## src/rtl/mig_pkg.sv

```systemverilog
// Shared types and constants for the phrase <-> MIG UI bridge.
package mig_pkg;
  localparam int PHRASE_W   = 128;
  localparam int MIG_ADDR_W = 27;

  localparam logic [2:0] MIG_CMD_WRITE = 3'b000;
  localparam logic [2:0] MIG_CMD_READ  = 3'b001;

  typedef enum logic [1:0] {
    ST_ARB = 2'd0,
    ST_WR  = 2'd1,
    ST_RD  = 2'd2
  } state_e;

  typedef enum logic {
    GNT_WR = 1'b0,
    GNT_RD = 1'b1
  } grant_e;

  // One read-return FIFO entry: frame-start flag travels with its phrase.
  typedef struct packed {
    logic                tuser;
    logic [PHRASE_W-1:0] data;
  } rd_entry_t;

  // Phrase index to MIG byte-ish address (one BL8 burst per phrase).
  function automatic logic [MIG_ADDR_W-1:0] idx_to_addr(input int unsigned idx,
                                                       input int unsigned incr);
    int unsigned a;
    a = idx * incr;
    return a[MIG_ADDR_W-1:0];
  endfunction
endpackage

```

## src/rtl/mig_phrase_port_if.sv

```systemverilog
// MIG user-interface bundle: command, write-data and read-return channels.
interface mig_phrase_port_if;
  import mig_pkg::*;

  logic [MIG_ADDR_W-1:0] app_addr;
  logic [2:0]            app_cmd;
  logic                  app_en;
  logic                  app_rdy;
  logic [PHRASE_W-1:0]   app_wdf_data;
  logic                  app_wdf_wren;
  logic                  app_wdf_end;
  logic [PHRASE_W/8-1:0] app_wdf_mask;
  logic                  app_wdf_rdy;
  logic [PHRASE_W-1:0]   app_rd_data;
  logic                  app_rd_data_valid;

  // Controller side (this block).
  modport master (
    output app_addr, app_cmd, app_en, app_wdf_data, app_wdf_wren, app_wdf_end, app_wdf_mask,
    input  app_rdy, app_wdf_rdy, app_rd_data, app_rd_data_valid
  );

  // Memory-controller side (MIG).
  modport slave (
    input  app_addr, app_cmd, app_en, app_wdf_data, app_wdf_wren, app_wdf_end, app_wdf_mask,
    output app_rdy, app_wdf_rdy, app_rd_data, app_rd_data_valid
  );
endinterface

```

## src/rtl/mig_phrase_port_fifo.sv

```systemverilog
// First-word-fall-through FIFO for MIG read returns; head is visible
// the cycle after a push and stays put until popped.
module phrase_fifo #(
  parameter int W     = 129,
  parameter int DEPTH = 16
) (
  input  logic                       clk,
  input  logic                       rst_n,
  input  logic                       push,
  input  logic [W-1:0]               din,
  input  logic                       pop,
  output logic [W-1:0]               dout,
  output logic                       empty,
  output logic [$clog2(DEPTH):0]     count
);
  localparam int AW = $clog2(DEPTH);

  logic [W-1:0]  mem_q [DEPTH];
  logic [AW-1:0] wr_ptr_q, wr_ptr_d, rd_ptr_q, rd_ptr_d;
  logic [AW:0]   count_q, count_d;
  logic          do_push, do_pop;

  // Pointer/occupancy update; pushes into a full FIFO are dropped.
  always_comb begin
    do_pop   = pop && (count_q != '0);
    do_push  = push && ((count_q != (AW+1)'(DEPTH)) || do_pop);
    wr_ptr_d = wr_ptr_q + AW'(do_push);
    rd_ptr_d = rd_ptr_q + AW'(do_pop);
    count_d  = count_q + (AW+1)'(do_push) - (AW+1)'(do_pop);
  end

  // Pointer and count registers.
  always_ff @(posedge clk or negedge rst_n) begin
    if (!rst_n) begin
      wr_ptr_q <= '0;
      rd_ptr_q <= '0;
      count_q  <= '0;
    end else begin
      wr_ptr_q <= wr_ptr_d;
      rd_ptr_q <= rd_ptr_d;
      count_q  <= count_d;
    end
  end

  // Storage; no reset needed, reads are qualified by count.
  always_ff @(posedge clk) begin
    if (do_push) mem_q[wr_ptr_q] <= din;
  end

  assign dout  = mem_q[rd_ptr_q];
  assign empty = (count_q == '0);
  assign count = count_q;
endmodule

```

## src/rtl/mig_phrase_port.sv

```systemverilog
// Bridges write/read phrase streams onto one MIG UI command port with
// round-robin arbitration and credit-limited read prefetch.
module mig_phrase_port
  import mig_pkg::*;
#(
  parameter int FRAME_PHRASES = 7200,
  parameter int ADDR_INCR     = 8,
  parameter int RD_DEPTH      = 16
) (
  input  logic                clk_in,
  input  logic                rst_n_in,
  input  logic                calib_done_in,
  input  logic                wr_valid_in,
  output logic                wr_ready_in,
  input  logic [PHRASE_W-1:0] wr_data_in,
  input  logic                wr_tuser_in,
  output logic                rd_valid_out,
  input  logic                rd_ready_out,
  output logic [PHRASE_W-1:0] rd_data_out,
  output logic                rd_tuser_out,
  mig_phrase_port_if.master   mig
);
  localparam int IW = (FRAME_PHRASES > 1) ? $clog2(FRAME_PHRASES) : 1;
  localparam int CW = $clog2(RD_DEPTH) + 1;

  state_e                state_q, state_d;
  grant_e                last_q, last_d;
  logic [IW-1:0]         wr_idx_q, wr_idx_d, rd_idx_q, rd_idx_d, ret_idx_q, ret_idx_d;
  logic [CW-1:0]         outst_q, outst_d;
  logic                  cmd_done_q, cmd_done_d, data_done_q, data_done_d;
  logic [PHRASE_W-1:0]   wdata_q, wdata_d;
  logic [MIG_ADDR_W-1:0] addr_q, addr_d;
  logic [2:0]            cmd_q, cmd_d;
  logic                  en_q, en_d, wren_q, wren_d;

  logic [CW-1:0] fifo_count;
  logic          fifo_empty, fifo_pop;
  rd_entry_t     fifo_din, fifo_head;
  logic          credits_ok, wr_pend, rd_pend, grant_wr, grant_rd;
  logic          cmd_fire, data_fire, rd_accept;
  logic [IW-1:0] wr_base;

  function automatic logic [IW-1:0] nxt_idx(input logic [IW-1:0] i);
    return (i == IW'(FRAME_PHRASES - 1)) ? '0 : i + IW'(1);
  endfunction

  // Arbitration, FSM next state and command/datapath next values.
  always_comb begin
    credits_ok = ({1'b0, fifo_count} + {1'b0, outst_q}) < (CW+1)'(RD_DEPTH);
    wr_pend    = calib_done_in && wr_valid_in;
    rd_pend    = calib_done_in && credits_ok;
    grant_wr   = (state_q == ST_ARB) && wr_pend && (!rd_pend || last_q == GNT_RD);
    grant_rd   = (state_q == ST_ARB) && rd_pend && !grant_wr;
    cmd_fire   = en_q && mig.app_rdy;
    data_fire  = wren_q && mig.app_wdf_rdy;
    rd_accept  = (state_q == ST_RD) && cmd_fire;
    wr_base    = wr_tuser_in ? '0 : wr_idx_q;

    state_d     = state_q;
    last_d      = last_q;
    wr_idx_d    = wr_idx_q;
    rd_idx_d    = rd_idx_q;
    cmd_done_d  = cmd_done_q;
    data_done_d = data_done_q;
    wdata_d     = wdata_q;
    addr_d      = addr_q;
    cmd_d       = cmd_q;
    en_d        = en_q;
    wren_d      = wren_q;

    case (state_q)
      ST_ARB: begin
        if (grant_wr) begin
          state_d     = ST_WR;
          last_d      = GNT_WR;
          wdata_d     = wr_data_in;
          addr_d      = idx_to_addr(32'(wr_base), ADDR_INCR);
          wr_idx_d    = nxt_idx(wr_base);
          cmd_d       = MIG_CMD_WRITE;
          en_d        = 1'b1;
          wren_d      = 1'b1;
          cmd_done_d  = 1'b0;
          data_done_d = 1'b0;
        end else if (grant_rd) begin
          state_d  = ST_RD;
          last_d   = GNT_RD;
          addr_d   = idx_to_addr(32'(rd_idx_q), ADDR_INCR);
          rd_idx_d = nxt_idx(rd_idx_q);
          cmd_d    = MIG_CMD_READ;
          en_d     = 1'b1;
        end
      end
      ST_WR: begin
        // Command and data channels accept independently.
        cmd_done_d  = cmd_done_q | cmd_fire;
        data_done_d = data_done_q | data_fire;
        en_d        = !cmd_done_d;
        wren_d      = !data_done_d;
        if (cmd_done_d && data_done_d) state_d = ST_ARB;
      end
      ST_RD: begin
        if (cmd_fire) begin
          en_d    = 1'b0;
          state_d = ST_ARB;
        end
      end
      default: state_d = ST_ARB;
    endcase

    outst_d   = outst_q + CW'(rd_accept) - CW'(mig.app_rd_data_valid);
    ret_idx_d = mig.app_rd_data_valid ? nxt_idx(ret_idx_q) : ret_idx_q;
  end

  // State and registered MIG outputs.
  always_ff @(posedge clk_in or negedge rst_n_in) begin
    if (!rst_n_in) begin
      state_q     <= ST_ARB;
      last_q      <= GNT_RD;
      wr_idx_q    <= '0;
      rd_idx_q    <= '0;
      ret_idx_q   <= '0;
      outst_q     <= '0;
      cmd_done_q  <= 1'b0;
      data_done_q <= 1'b0;
      wdata_q     <= '0;
      addr_q      <= '0;
      cmd_q       <= MIG_CMD_WRITE;
      en_q        <= 1'b0;
      wren_q      <= 1'b0;
    end else begin
      state_q     <= state_d;
      last_q      <= last_d;
      wr_idx_q    <= wr_idx_d;
      rd_idx_q    <= rd_idx_d;
      ret_idx_q   <= ret_idx_d;
      outst_q     <= outst_d;
      cmd_done_q  <= cmd_done_d;
      data_done_q <= data_done_d;
      wdata_q     <= wdata_d;
      addr_q      <= addr_d;
      cmd_q       <= cmd_d;
      en_q        <= en_d;
      wren_q      <= wren_d;
    end
  end

  assign wr_ready_in      = grant_wr;
  assign mig.app_addr     = addr_q;
  assign mig.app_cmd      = cmd_q;
  assign mig.app_en       = en_q;
  assign mig.app_wdf_data = wdata_q;
  assign mig.app_wdf_wren = wren_q;
  assign mig.app_wdf_end  = wren_q;
  assign mig.app_wdf_mask = '0;

  // Every return is pushed; credits keep the FIFO from overflowing.
  assign fifo_din.tuser = (ret_idx_q == '0);
  assign fifo_din.data  = mig.app_rd_data;
  assign fifo_pop       = rd_valid_out && rd_ready_out;

  phrase_fifo #(
    .W     ($bits(rd_entry_t)),
    .DEPTH (RD_DEPTH)
  ) u_rd_fifo (
    .clk   (clk_in),
    .rst_n (rst_n_in),
    .push  (mig.app_rd_data_valid),
    .din   (fifo_din),
    .pop   (fifo_pop),
    .dout  (fifo_head),
    .empty (fifo_empty),
    .count (fifo_count)
  );

  assign rd_valid_out = !fifo_empty;
  assign rd_data_out  = rd_valid_out ? fifo_head.data : '0;
  assign rd_tuser_out = rd_valid_out && fifo_head.tuser;
endmodule

```

## src/flat_wrapper.sv

```systemverilog
// flat-port wrapper written by rule: the top's interface ports become plain ports
module mig_phrase_port_flat import mig_pkg::*;
#(
  parameter int FRAME_PHRASES = 7200,
  parameter int ADDR_INCR     = 8,
  parameter int RD_DEPTH      = 16
)
  (clk_in, rst_n_in, calib_done_in, wr_valid_in, wr_ready_in, wr_data_in, wr_tuser_in, rd_valid_out, rd_ready_out, rd_data_out, rd_tuser_out, mig_app_addr, mig_app_cmd, mig_app_en, mig_app_wdf_data, mig_app_wdf_wren, mig_app_wdf_end, mig_app_wdf_mask, mig_app_rdy, mig_app_wdf_rdy, mig_app_rd_data, mig_app_rd_data_valid);
  mig_phrase_port_if mig_i ();
  input  logic clk_in;
  input  logic rst_n_in;
  input  logic calib_done_in;
  input  logic wr_valid_in;
  output logic wr_ready_in;
  input  logic [PHRASE_W-1:0] wr_data_in;
  input  logic wr_tuser_in;
  output logic rd_valid_out;
  input  logic rd_ready_out;
  output logic [PHRASE_W-1:0] rd_data_out;
  output logic rd_tuser_out;
  output wire logic [$bits(mig_i.app_addr)-1:0] mig_app_addr;
  output wire logic [$bits(mig_i.app_cmd)-1:0] mig_app_cmd;
  output wire logic [$bits(mig_i.app_en)-1:0] mig_app_en;
  output wire logic [$bits(mig_i.app_wdf_data)-1:0] mig_app_wdf_data;
  output wire logic [$bits(mig_i.app_wdf_wren)-1:0] mig_app_wdf_wren;
  output wire logic [$bits(mig_i.app_wdf_end)-1:0] mig_app_wdf_end;
  output wire logic [$bits(mig_i.app_wdf_mask)-1:0] mig_app_wdf_mask;
  input wire logic [$bits(mig_i.app_rdy)-1:0] mig_app_rdy;
  input wire logic [$bits(mig_i.app_wdf_rdy)-1:0] mig_app_wdf_rdy;
  input wire logic [$bits(mig_i.app_rd_data)-1:0] mig_app_rd_data;
  input wire logic [$bits(mig_i.app_rd_data_valid)-1:0] mig_app_rd_data_valid;
  assign mig_app_addr = mig_i.app_addr;
  assign mig_app_cmd = mig_i.app_cmd;
  assign mig_app_en = mig_i.app_en;
  assign mig_app_wdf_data = mig_i.app_wdf_data;
  assign mig_app_wdf_wren = mig_i.app_wdf_wren;
  assign mig_app_wdf_end = mig_i.app_wdf_end;
  assign mig_app_wdf_mask = mig_i.app_wdf_mask;
  assign mig_i.app_rdy = mig_app_rdy;
  assign mig_i.app_wdf_rdy = mig_app_wdf_rdy;
  assign mig_i.app_rd_data = mig_app_rd_data;
  assign mig_i.app_rd_data_valid = mig_app_rd_data_valid;
  mig_phrase_port #(.FRAME_PHRASES(FRAME_PHRASES), .ADDR_INCR(ADDR_INCR), .RD_DEPTH(RD_DEPTH)) u_core (.clk_in(clk_in), .rst_n_in(rst_n_in), .calib_done_in(calib_done_in), .wr_valid_in(wr_valid_in), .wr_ready_in(wr_ready_in), .wr_data_in(wr_data_in), .wr_tuser_in(wr_tuser_in), .rd_valid_out(rd_valid_out), .rd_ready_out(rd_ready_out), .rd_data_out(rd_data_out), .rd_tuser_out(rd_tuser_out), .mig(mig_i));
endmodule
```

## config.mk

```make
export PLATFORM = sky130hd
export DESIGN_NAME = mig_phrase_port_flat
export DESIGN_NICKNAME = d
export VERILOG_FILES = /design/src/rtl/mig_pkg.sv /design/src/rtl/mig_phrase_port_if.sv /design/src/rtl/mig_phrase_port_fifo.sv /design/src/rtl/mig_phrase_port.sv /design/src/flat_wrapper.sv
export SDC_FILE = /design/constraint.sdc
export NUM_CORES = 2
export LEC_CHECK = 0
export CORE_ASPECT_RATIO = 0.5
export CORE_MARGIN = 5
export CORE_UTILIZATION = 59
export CTS_BUF_LIST = sky130_fd_sc_hd__clkbuf_8 sky130_fd_sc_hd__clkbuf_16
export CTS_CLUSTER_SIZE = 14
export DETAILED_ROUTE_END_ITERATION = 8
export GPL_ROUTABILITY_DRIVEN = 1
export MAX_ROUTING_LAYER = met4
export PLACE_DENSITY = 0.78
export SLEW_MARGIN = 30
export SYNTH_ARGS = -nofsm -noshare
export SYNTH_HDL_FRONTEND = slang
export SYNTH_SLANG_ARGS = --single-unit
```

## constraint.sdc

```tcl
create_clock -name clk_in -period 15.2 [get_ports clk_in]
set_input_delay 3.04 -clock clk_in [delete_from_list [all_inputs] [get_ports clk_in]]
set_output_delay 3.04 -clock clk_in [all_outputs]
set_load 0.02 [all_outputs]
```

## Yosys cells after proc, flatten, opt, wreduce, memory -nomap -nowiden

Memory sizes are Yosys's and may differ from the RTL's.
Cells that the tools add are included.

| cells by class | value |
|---|---|
| equal/unequal tests | 10 |
| reduce and logical (&&, ||, !) cells | 34 |
| bitwise gates (word level) | 3 |
| $add $sub $neg | 10 |
| $lt $le $gt $ge | 1 |
| muxes and demuxes | 26 |

Operator list:

| operator | count |
|---|---|
| 128-bit 2-to-1 mux | 1 |
| 27-bit 2-to-1 mux | 2 |
| 13-bit 2-to-1 mux | 4 |
| 13-bit by 1-bit adder with 13-bit output (second input constant) | 3 |
| 13-bit == test (second input constant) | 3 |
| 1-bit logical AND | 14 |
| 13-bit logical NOT | 1 |
| 5-bit by 1-bit adder with 5-bit output | 2 |
| 5-bit by 1-bit subtractor with 5-bit output | 2 |
| 3-bit AND reduction | 3 |
| 4-bit by 1-bit adder with 4-bit output | 2 |
| 1-bit 2-to-1 mux | 8 |
| 2-bit 2-to-1 mux | 4 |
| 5-bit by 5-bit adder with 6-bit output | 1 |
| 6-bit by 5-bit < comparator with 1-bit output (second input constant) | 1 |
| 3-bit 2-to-1 mux | 2 |
| 1-bit one-hot mux with 2 select lines | 3 |
| 2-bit one-hot mux with 3 select lines | 1 |
| 2-bit AND reduction | 3 |
| 1-bit logical NOT | 5 |
| 5-bit logical NOT | 1 |
| 5-bit != test (second input constant) | 1 |
| 5-bit nonzero test | 1 |
| 2-bit by 1-bit != test with 1-bit output (second input constant) | 2 |
| other kinds (11) | 14 |

| storage, ports and cells | value |
|---|---|
| logic and storage cells | 101 |
| memories kept | 1 |
| output and inout bits | 308 |
| flip-flop bits (word level) | 222 |
| input port bits | 265 |
| memory bits (writable) | 2064 |

Memory list:

| memory | depth | width | read ports | clocked after Yosys merged registers in | write ports | RTL line | source |
|---|---|---|---|---|---|---|---|
| u_core.u_rd_fifo.mem_q | 16 | 129 | 1 | 0 | 1 | mig_phrase_port_fifo.sv:18 | `logic [W-1:0] mem_q [DEPTH];` |

## Depth between registers and ports, before layout

| logic depth | value |
|---|---|
| depth after elaboration | 11 |
| mapped depth | 15 |
| gate-level depth less buffers | 15 |

## Hierarchy

A second synthesis with hierarchy kept.

| second synthesis, totals | value |
|---|---|
| cells, all modules | 4859 |
| area total of the unflattened synthesis | 88982.8 sq um |

By module, submodules not included:

| module | times used | cells each | area an instance (sq um) | sequential area each (sq um) |
|---|---|---|---|---|
| phrase_fifo | 1 | 3777 | 79578.8 | 62304.8 |
| mig_phrase_port | 1 | 1082 | 9404.0 | 4830.9 |

## Worst setup path before layout

OpenSTA, ideal clock, no wires.

| timing path | value |
|---|---|
| path kind | input -> register |
| start | in mig_app_rd_data_valid |
| end | mem u_core.u_rd_fifo.mem_q[0][0] (enable) |
| arrival | 12418 ps |
| data required time | 14425 ps |
| stages on the path | 4 |
| path slack | 2007 ps |
| path through | buf_2 > o21ai_0 > or3_1 > nor3_1 |

| between the ends | value |
|---|---|
| longest elaborated chain between the ends | 3 |

Ends and longest elaborated chain:

| what | RTL line | source |
|---|---|---|
| from (decl) | flat_wrapper.sv:31 | `input wire logic [$bits(mig_i.app_rd_data_valid)-1:0] mig_app_rd_data_valid;` |
| 1-bit logical AND | mig_phrase_port_fifo.sv:26 | `do_push = push && ((count_q != (AW+1)'(DEPTH)) \|\| do_pop);` |
| 1-bit 2-to-1 mux | mig_phrase_port_fifo.sv:47 | `if (do_push) mem_q[wr_ptr_q] <= din;` |
| 1-bit 2-to-1 mux (implied by the code) | mig_phrase_port_fifo.sv:47 |  |
| to (decl) | mig_phrase_port_fifo.sv:18 |  |

Every way passes these cells.

## Worst setup path after layout

| timing path | value |
|---|---|
| start | in calib_done_in |
| end | out wr_ready_in |

| between the ends | value |
|---|---|
| longest elaborated chain between the ends | 4 |

Ends and longest elaborated chain:

| what | RTL line | source |
|---|---|---|
| from (decl) | flat_wrapper.sv:12 | `input logic calib_done_in;` |
| 1-bit logical AND | mig_phrase_port.sv:51 | `rd_pend = calib_done_in && credits_ok;` |
| 1-bit logical NOT | mig_phrase_port.sv:52 | `grant_wr = (state_q == ST_ARB) && wr_pend && (!rd_pend \|\| last_q == GNT_RD);` |
| 1-bit logical OR | mig_phrase_port.sv:52 |  |
| 1-bit logical AND (*) | mig_phrase_port.sv:52 |  |
| to (decl) | flat_wrapper.sv:14 | `output logic wr_ready_in;` |

Every way passes the cells marked *; elsewhere a longest branch is shown, timed or not.

==> results.json <==
{
  "ios": 573,
  "critPathTopFamily": "buffers and inverters",
  "ys.flop_type": "edfxtp_1",
  "io_buffers": 540,
  "fin_crit_ns": 8.90,
  "clk_pin_slew_ns": 0.06,
  "final_cell_mix": "2064 x edfxtp_1, 539 x clkdlybuf4s50_1, 516 x mux4_2",
  "hold_buffers": 0,
  "crit_buf_inv": 3,
  "cpMaxStageDelayCell": "clkdlybuf4s50_1",
  "cts-buffers-inserted": 197,
  "fin_ws_ns": 6.30,
  "register_area_um2": 67100,
  "drt_wl_total_mm": 201,
  "cp.arrival_ns": 5.86,
  "fmax_mhz": 112,
  "antenna_found_initial": 26,
  "worst_hold_slack_ns": 0.471,
  "slowest_delay_ns": 0.67,
  "yosysWarnings": 0,
  "numPlacedInstances": 6502,
  "ir_drop_v": 0.000199,
  "grt_usage": 0.267,
  "clk_latency_ns": 0.83,
  "crit_path_start_kind": "input port",
  "comb_power_share": 0.348,
  "synth_async_sr_flop_share": 0.0907,
  "grt_pass1_vias": 44555,
  "firstDrtPassIters": 6,
  "timing_worst_setup_path_type": "in2out",
  "worst_pin_slew_ns": 1.09,
  "r2r_cells": 9,
  "drive_gt1_frac": 0.178,
  "drt_iter0_drc": 4904,
  "powerDensity_nw_per_um2": 190,
  "ctsResizeCount": 0,
  "synth.yosys.seq_area_share": 0.771,
  "hold_depth": 2,
  "rr_endpoint": "u_core.u_rd_fifo.mem_q[11][63]$_DFFE_PP_",
  "place.gp.congestion": 0.867,
  "min_period_over_period": 0.585,
  "synth_cell_types": 62,
  "worstHoldEndpoint": "u_core.mig.app_wdf_data[39]$_DFFE_PN0P_",
  "pwr-share-seq": 0.418,
  "rsz0062_at_grt": "false",
  "dp_hpwl_mm": 104,
  "synth.largest_area_cell": "edfxtp_1",
  "dieArea_um2": 156000,
  "hold_viol": 0,
  "grt-ovfl-total": 0,
  "die_w_um": 553,
  "cp_common_cell": "clkdlybuf4s50_1",
  "cts.sinks": 2270,
  "final_nets": 5023,
  "initial_utilization": 0.596,
  "rows": 99,
  "synth_edf_count": 2064,
  "worstHoldStart": "u_core.mig.app_wdf_data[39]$_DFFE_PN0P_",
  "ys_top_cells_by_area": "edfxtp_1 71%, mux4_2 13%, dfrtp_1 5.9%",
  "grt_first_pass_wirelength_mm": 297,
  "multi_input_area_um2": 18800,
  "syn_avg_cell_area_um2": 21.0,
  "dr_total_vias": 43367,
  "post_cts_buffers": 0,
  "max-slew-margin-rel": 0.273,
  "maxCapViolations": 0,
  "net-switching-power_mw": 6.10,
  "ant_nets": 0,
  "syn2layout_area_growth_pct": 15.1,
  "fillers": 8793,
  "pwr-share-clk": 0.233,
  "ys_ff_latch": 2270,
  "setup_violations": 0,
  "die_h_um": 282,
  "clockBufferDepth": 4,
  "crit_required_ns": 12.16,
  "worstPathCellList": "clkdlybuf4s50_1, nor4b_2, and2b_1, a21o_4, inv_4, clkdlybuf4s50_1",
  "crit_cells": 6,
  "worst-path-max-fanout": 78,
  "fin_cells": 6810,
  "synth_top_area_share": 0.712,
  "tns_ns": 0,
  "root_buffer": "clkbuf_16",
  "synth_area_um2": 87100,
  "hold_class": "reg2reg",
  "p_int_mw": 13.0,
  "wl_per_cell_um": 29.5,
  "outcome": "completed",
  "cp-end-kind": "primary output",
  "fp.coreArea_um2": 146000,
  "grt_max_degree": 151,
  "vias_per_cell": 6.37,
  "cellLeakagePower_nw": 33.7,
  "cts_tree": "done",
  "drcViolationCount": 0,
  "fin_util": 0.686,
  "r2r-start": "u_core.u_rd_fifo.count[3]$_DFF_PN0_",
  "synth_cells": 4143,
  "place_ws_ns": 6.32,
  "layout_commonest_cell": "edfxtp_1",
  "reg2reg_slack_ns": 11.08,
  "swShare": 0.320,
  "ctsHtreeMaxLevel": 4,
  "skew_ns": 0.0803,
  "slew_viol_final": 0
}
==> layout make-up <==
class,instances,share of cell area
repair buffers,609,0.0617
multi-input cells,1627,0.188
well taps,1969,0.0246
clock inverters,82,0.00417
diodes,24,0.000599
clock buffers,201,0.0500
inverters,28,0.00107
flip-flops and latches,2270,0.670
==> worst max path at each step <==
stage	from	endpoint	slack, ns
2_1_floorplan	mig_app_rd_data_valid	u_core.u_rd_fifo.mem_q[0][0]$_DFFE_PP_	2.01
3_3_place_gp	calib_done_in	wr_ready_in	6.39
3_5_place_dp	calib_done_in	wr_ready_in	6.32
4_1_cts	u_core.u_rd_fifo.rd_ptr_q[0]$_DFF_PN0_	rd_data_out[55]	6.25
5_1_grt	u_core.u_rd_fifo.rd_ptr_q[0]$_DFF_PN0_	rd_data_out[52]	5.89
6_report	calib_done_in	wr_ready_in	6.30
==> routing by layer <==
layer	vias up	wire length, um	global-route usage
li1	17933	-	-
met1	22832	77200	0.359
met2	2275	102000	0.433
met3	327	16300	0.0406
met4	0	5370	0.0799
met5	-	0	-
==> cells in the mapped netlist (15+ instances only) <==
cell type,number
nand3_1,17
dfrtp_1,205
mux2_2,15
nor2_1,43
edfxtp_1,2064
mux2i_1,259
clkbuf_1,87
inv_1,28
buf_2,96
o22ai_1,130
buf_1,21
ha_1,23
mux4_2,516
buf_4,39
nand2_1,420
o21ai_0,16
==> sequential cells by signal, indices dropped and copies added, names as in the netlist, 5 cells and up <==
| register | cells |
|---|---|
| u_core.u_rd_fifo.mem_q | 2064 |
| u_core.u_rd_fifo.count | 5 |
| u_core.mig.app_addr | 13 |
| u_core.ret_idx_q | 13 |
| u_core.mig.app_wdf_data | 128 |
| u_core.outst_q | 5 |
| u_core.rd_idx_q | 13 |
| u_core.wr_idx_q | 13 |
==> power groups by stage <==
stage | Combinational, mW | Sequential (mW) | Clock (mW)
2_1_floorplan | 4.06 | 8.26 | 0
3_3_place_gp | 6.54 | 8.06 | 0
3_5_place_dp | 6.68 | 8.10 | 0
4_1_cts | 6.73 | 7.98 | 4.53
5_1_grt | 7.04 | 8.04 | 4.81
6_report | 6.65 | 7.98 | 4.45
==> stage by stage <==
step                      power, mW  instance area, um2
after floorplan                12.3               87200
after global placement         14.6               94600
after detailed placement       14.8               94700
after CTS                      19.2              100000
after global routing           19.9              100000
final                          19.1              100000
==> kinds of logic after synthesis <==
logic type / share of synthesized area
multiplexers: 0.165
AND/OR/NAND/NOR: 0.0266
adder cells (fa/ha/maj): 0.00376
AO/OA/AOI/OAI: 0.0152
flip-flops: 0.771
buffers and inverters: 0.0155
other: 0.0000431
XOR/XNOR: 0.00282
==> worst reg2reg max path, cell delays in order (launching register included) <==
cell and delay [ns]:
dfrtp_1 0.39, inv_1 0.08, ha_1 0.19, nand2_1 0.15, o21ai_0 0.25, inv_1 0.20, nand3_1 0.32, nor2_4 0.55
buf_4 0.84, buf_4 0.75
Note: power is estimated with default switching activity, not from simulation.
